<file path="src/rtl/dff_pipe_pkg.sv">
// Shared helpers for the dff_pipe register pipeline: occupancy counter sizing.
package dff_pipe_pkg;

  // Width of a counter able to hold 0..depth.
  function automatic int unsigned occ_width(input int unsigned depth);
    return (depth < 32'd1) ? 32'd1 : $clog2(depth + 32'd1);
  endfunction

endpackage

</file>
<file path="src/rtl/dff_pipe_stage.sv">
// One pipeline stage: a valid/data register pair with synchronous active-low
// reset, flush clear and a load enable driven by the ready chain.
module dff_pipe_stage #(
  parameter int unsigned      WIDTH     = 8,
  parameter logic [WIDTH-1:0] RESET_VAL = '0
) (
  input  logic             clk,
  input  logic             reset,
  input  logic             flush,
  input  logic             load,
  input  logic             in_valid,
  input  logic [WIDTH-1:0] in_data,
  output logic             valid,
  output logic [WIDTH-1:0] data
);

  logic             valid_r;
  logic [WIDTH-1:0] data_r;

  // Stage state; data only moves when a real word arrives, so bubbles keep old data.
  always_ff @(posedge clk) begin
    if (!reset) begin
      valid_r <= 1'b0;
      data_r  <= RESET_VAL;
    end else if (flush) begin
      valid_r <= 1'b0;
    end else if (load) begin
      valid_r <= in_valid;
      if (in_valid) begin
        data_r <= in_data;
      end
    end
  end

  assign valid = valid_r;
  assign data  = data_r;

endmodule

</file>
<file path="src/rtl/dff_pipe_sync_reset.sv">
// Multi-stage register pipeline with valid/ready backpressure, bubble collapse,
// synchronous flush and an occupancy count of valid stages.
module dff_pipe_sync_reset
  import dff_pipe_pkg::*;
#(
  parameter int unsigned      WIDTH     = 8,
  parameter int unsigned      DEPTH     = 3,
  parameter logic [WIDTH-1:0] RESET_VAL = '0
) (
  input  logic                          clk,
  input  logic                          reset,
  input  logic                          flush,
  input  logic                          in_valid,
  output logic                          in_ready,
  input  logic [WIDTH-1:0]              in_data,
  output logic                          out_valid,
  input  logic                          out_ready,
  output logic [WIDTH-1:0]              out_data,
  output logic [occ_width(DEPTH)-1:0]   occupancy
);

  localparam int unsigned OCC_W = occ_width(DEPTH);

  typedef struct packed {
    logic             valid;
    logic [WIDTH-1:0] data;
  } stage_t;

  stage_t           stage_s [DEPTH];
  logic [DEPTH-1:0] load_s;
  logic [OCC_W-1:0] occ_s;

  // Ready chain walked from the output side: a stage loads if it is empty or everything ahead moves.
  always_comb begin
    logic rdy_v;
    rdy_v  = out_ready;
    load_s = '0;
    for (int i = int'(DEPTH) - 1; i >= 0; i--) begin
      rdy_v     = ~stage_s[i].valid | rdy_v;
      load_s[i] = rdy_v;
    end
  end

  for (genvar i = 0; i < int'(DEPTH); i++) begin : g_stage
    logic             up_valid_s;
    logic [WIDTH-1:0] up_data_s;

    if (i == 0) begin : g_head
      assign up_valid_s = in_valid;
      assign up_data_s  = in_data;
    end else begin : g_body
      assign up_valid_s = stage_s[i-1].valid;
      assign up_data_s  = stage_s[i-1].data;
    end

    dff_pipe_stage #(
      .WIDTH     (WIDTH),
      .RESET_VAL (RESET_VAL)
    ) u_stage (
      .clk      (clk),
      .reset    (reset),
      .flush    (flush),
      .load     (load_s[i]),
      .in_valid (up_valid_s),
      .in_data  (up_data_s),
      .valid    (stage_s[i].valid),
      .data     (stage_s[i].data)
    );
  end

  // Popcount of the stage valid bits.
  always_comb begin
    occ_s = '0;
    for (int i = 0; i < int'(DEPTH); i++) begin
      occ_s = occ_s + OCC_W'(stage_s[i].valid);
    end
  end

  assign in_ready  = load_s[0] & ~flush;
  assign out_valid = stage_s[DEPTH-1].valid & ~flush;
  assign out_data  = stage_s[DEPTH-1].data;
  assign occupancy = occ_s;

endmodule

</file>
<file path="config.mk">
export PLATFORM = sky130hd
export DESIGN_NAME = dff_pipe_sync_reset
export DESIGN_NICKNAME = d
export VERILOG_FILES = /design/src/rtl/dff_pipe_pkg.sv /design/src/rtl/dff_pipe_stage.sv /design/src/rtl/dff_pipe_sync_reset.sv
export SDC_FILE = /design/constraint.sdc
export NUM_CORES = 1
export LEC_CHECK = 0
export ABC_CLOCK_PERIOD_IN_PS = 1700
export CAP_MARGIN = 20
export CORE_MARGIN = 2
export CORE_UTILIZATION = 35
export DETAILED_ROUTE_END_ITERATION = 8
export GPL_ROUTABILITY_DRIVEN = 0
export GPL_TIMING_DRIVEN = 0
export HOLD_SLACK_MARGIN = 0.05
export PLACE_DENSITY = 0.54
export SLEW_MARGIN = 10
export SYNTH_ARGS = -nofsm -noshare
export SYNTH_HDL_FRONTEND = slang
export SYNTH_HIERARCHICAL = 1
export SYNTH_SLANG_ARGS = --single-unit
export TNS_END_PERCENT = 5
</file>
<file path="constraint.sdc">
create_clock -name clk -period 1.7 [get_ports clk]
set_input_delay 0.34 -clock clk [delete_from_list [all_inputs] [get_ports clk]]
set_output_delay 0.34 -clock clk [all_outputs]
set_load 0.005 [all_outputs]
</file>
### Word level (Yosys, flattened, before mapping)

Index checks and enable logic that the tools add are counted.

* magnitude comparators: 0
* divide/modulo/power cells: 0
* bitwise logic cells: 10
* $mul: 0
* muxes and demuxes: 0
* $add $sub $neg: 2
* equal/unequal tests: 0
* reduce and logical (&&, ||, !) cells: 4
* shifts and indexed selects: 0

Operator list (count)
* $reduce_and 3->1: 3
* $not 1->1: 5
* $or 1x1->1: 3
* $add 1x1->2: 1
* $add 2x1->2: 1
* $and 1x1->1: 2
* $reduce_or 2->1: 1

* input bits: 13
* logic and storage cells: 22
* memories: 0
* output and inout port bits: 12
* bits in registers: 27
* bits in latches: 0
* bits in read-only memories: 0
* memory bits (writable): 0

### Longest topological paths before layout

* depth after elaboration: 5
* depth in mapped cells: 4

### Modules after synthesis

Netlist, hierarchy kept.

By module, submodules not included
* dff_pipe_stage: area an instance 370.4 um^2, cells each 39, times used 3
* dff_pipe_sync_reset: area an instance 68.8 um^2, cells each 6, times used 1

### Worst setup path before layout

No wires, ideal clock.

* path kind: reg-to-output
* start: register g_stage[2].u_stage.valid_r
* end: output occupancy[0]
* path slack: 0.466 ns
* required time: 1.360 ns
* arrival: 0.894 ns
* stages on the path, launching flop included: 2
* path through: dfxtp_1 -> fa_1

* cells in the longest elaborated chain, start to end: 1

RTL lines
* start, declared: RTL line dff_pipe_stage.sv:17 `logic valid_r;`
* start signal, assigned: RTL line dff_pipe_stage.sv:28 `valid_r <= in_valid;`
* $add 2x1->2: RTL line dff_pipe_sync_reset.sv:75 `occ_s = occ_s + OCC_W'(stage_s[i].valid);`
* end, declared: RTL line dff_pipe_sync_reset.sv:19 `output logic [occ_width(DEPTH)-1:0] occupancy`

Every way passes these cells.

### Worst setup path in the final report

* start: register g_stage[0].u_stage.valid_r
* end: output occupancy[0]

* cells in the longest elaborated chain, start to end: 2

RTL lines (RTL line)
* start, declared: dff_pipe_stage.sv:17
* start signal, assigned: dff_pipe_stage.sv:28
* $add 1x1->2: dff_pipe_sync_reset.sv:75
* $add 2x1->2: dff_pipe_sync_reset.sv:75

Every way passes these cells.

==> impl_results.md <==
* Clock Sinks at 27
* Final ANT Viol Nets at 0
* Io pins at 25
* Initial core utilization at 0.3592
* DRT Pass-1 Iters at 4
* CTS tree: yes
* Remaining DRCs at 0
* FMAX at 601.1 MHz
* Iteration-0 DRC Markers at 32
* Worst EP arrival at 1.32 ns
* Synth area leader: dfxtp_1
* Reg2reg start: g_stage[2].u_stage/valid$_SDFFE_PP0P_
* Post-Synth XOR/XNOR Area at 0
* Relative slew slack at 0.7733
* Syn Nets at 137
* Hold Vio Cnt, Final at 0
* First-pass GRT wire length at 3381 um
* Final Cycle Share at 0.9786
* Reg2Reg Depth at 6
* Seq pwr share at 0.639
* Clk buf depth at 2
* DR vias at 858
* Share of post-route cells with drive strength above 1 at 0.1503
* CP max stage cell: fa_1
* Yosys reg bits at 27
* Num CTS Buffers at 3
* Syn_area_per_cell at 9.593 um2
* Crit path time final at 1.664 ns
* CP required at 1.36 ns
* Design area at 0.001525 mm2
* Hold path depth at 3
* Worst hold path type: in2reg
* Worst setup SP type: flip-flop
* Area contributors post-synth: dfxtp_1 46%, mux2i_1 23%, nand2_1 15%, buf_6 2.9%, and3b_1 2.2%
* Clock transition at path regs at 0.14 ns
* Status: finished clean
* Max-cap check violation count at 0
* Root Driver: clkbuf_4
* Cell variety after synth at 14
* Area after DPL at 0.001468 mm2
* Worst IR drop on VDD at 489.6 uV
* Measured slew at the worst slew-check pin at 0.3401 ns
* Core area at 0.003284 mm2
* Port Buffer Count at 23
* Critical Path Fanout Max at 4
* Mux cell area share after synthesis at 0.2291
* Synth Area in Compound Gates at 0
* # nets final at 168
* Initial antenna violation count at 0
* Register area share after synthesis at 0.4581
* CP peak stage delay at 0.52 ns
* Final slew viol count at 0
* GRT overflow at 0
* Internal power at 0.7874 mW
* # fillers at 331
* Vias in the first global route at 763
* Multi-input gate area at 576.8 um2
* Storage cell area at 549.3 um2
* Mapped Cells at 123
* WHS Endpoint: g_stage[2].u_stage/data[6]$_SDFFE_PN0P_
* Final WL at 2000 um
* Post-Synth Simple-Gate Area at 0.2354
* Die X at 62.06 um
* Site Rows at 21
* Switch share at 0.2271
* Delay-heaviest family, CP: adder cells
* Kind of critical path: reg2out
* Largest family of logic cells by synthesized area: simple AND/OR/NAND/NOR gates
* Final setup margin at 0.03641 ns
* Die Ht at 62.06 um
* NetSw at 0.2313 mW
* Gr usage total at 0.1185
* Post-DR vias/cell at 4.312
* P per Cell Area at 667.9 mW/mm2
* Post-synthesis adder-cell area fraction at 0.01697
* HPWL Detailed at 1524 um
* N_diodes at 0
* RSZ-0062 raised after global routing: true
* Worst-Skew Late Latency at 0.32 ns
* Setup WS pre-CTS at -0.2818 ns
* Worst Hold Launch: reset
* Full die area at 0.003851 mm2
* Critical path capture point type: output pin
* WP depth at 2
* Yosys top cell area share at 0.4581
* CTS Hold Bufs at 0
* Yosys warnings at 6
* Htree depth at 1
* Setup violators final at 0
* Area overhead of the layout relative to synthesis at 29.27%
* Crit-path cells: fa_1 > buf_2
* FF-to-FF End: g_stage[2].u_stage/data[0]$_SDFFE_PN0P_
* Largest net degree at the start of global routing at 16
* Clk pwr share at 0.263
* CP Buf/Inv Count at 1
* Mapped Area at 0.001180 mm2
* Routed wire length per instance at 10.05 um
* Gate power share at 0.098
* Leakage at 0.6160 nW
* Layout Skew at 0.01246 ns
* Worst reg2reg setup slack at 0.41 ns
==> worst register-to-register path, delay by kind of cell, from the launching register on <==
kind	cells	cell delay (ns)
flip-flops	1	0.38
buffers and inverters	3	0.40
AND/OR/NAND/NOR	2	0.26
multiplexers	1	0.19
==> power groups by stage <==
| stage | clock network [mW] | registers [mW] | logic (mW) |
|---|---|---|---|
| final | 0.268 | 0.651 | 0.0998 |
| after global routing | 0.317 | 0.653 | 0.112 |
| after CTS | 0.289 | 0.653 | 0.0994 |
| after detailed placement | 0 | 0.667 | 0.102 |
| after global placement | 0 | 0.667 | 0.0998 |
| after floorplan | 0 | 0.665 | 0.0588 |
==> how the worst max path moves through the flow <==
stage,startpoint,slack (ns),to
floorplan,g_stage[2].u_stage/valid$_SDFFE_PP0P_,0.47,occupancy[0]
global placement,out_ready,-0.26,in_ready
detailed placement,out_ready,-0.28,in_ready
CTS,g_stage[2].u_stage/valid$_SDFFE_PP0P_,-0.02,in_ready
global route,g_stage[0].u_stage/valid$_SDFFE_PP0P_,-0.04,occupancy[0]
finish,g_stage[0].u_stage/valid$_SDFFE_PP0P_,0.04,occupancy[0]
==> layout by cell type, fill, tap and decap left out, drive strengths merged <==
cell,count
dlygate4sd2,3
buf,13
clkinv,1
nand4b,1
nor2b,2
mux2i,27
nor3b,3
nand2b,1
clkdlybuf4s15,1
nand3b,1
dfxtp,27
clkbuf,4
clkdlybuf4s50,17
nand2,48
and3b,3
fa,1
==> repair_timing <==
item / in CTS / in global routing
setup buffers: 1 / 2
setup endpoints to repair: 4 / 3
pin swaps: 0 / 1
gates resized for setup: 15 / 4
==> layout make-up <==
class,instances,area share
Timing Repair Buffer,26,0.1591
Clock buffer,3,0.01477
Tap cell,46,0.03774
Multi-Input combinational cell,87,0.3782
Buffer,9,0.04676
Clock inverter,1,0.003281
Sequential cell,27,0.3601
==> per-layer routing <==
layer,global-route usage,part of all wire
met1,0.1540,0.51
met2,0.1875,0.44
met3,0.04348,0.030
met4,0.02736,0.012
met5,0,0
==> stage by stage <==
stage	power [mW]	util	TNS (ns)	cells	hold WS (ns)
floorplan	0.7240	-	0	123	0.4161
global placement	0.7670	0.4469	-0.5145	192	0.4429
detailed placement	0.7698	0.4469	-0.5652	192	0.4467
CTS	1.041	0.4590	-0.01673	197	0.2911
global route	1.082	0.4644	-0.03905	199	0.2833
finish	1.019	0.4644	0	199	0.3042
==> cells by family after synthesis <==
logic type,after synthesis
flops,27
buf+inv,9
mux,27
simple gates,59
fa+ha+maj,1
==> cells in the mapped netlist (all sizes together) <==
| cell type | instances |
|---|---|
| nand4b | 1 |
| nand2b | 1 |
| and3b | 3 |
| nand2 | 48 |
| nand3b | 1 |
| dfxtp | 27 |
| mux2i | 27 |
| nor2b | 2 |
| buf | 9 |
| nor3b | 3 |
| fa | 1 |
==> registers in the layout, indices dropped and copies added (netlist names) <==
register / flops
g_stage.u_stage/data: 24
g_stage.u_stage/valid: 3
(Power assumes the default switching activity.)
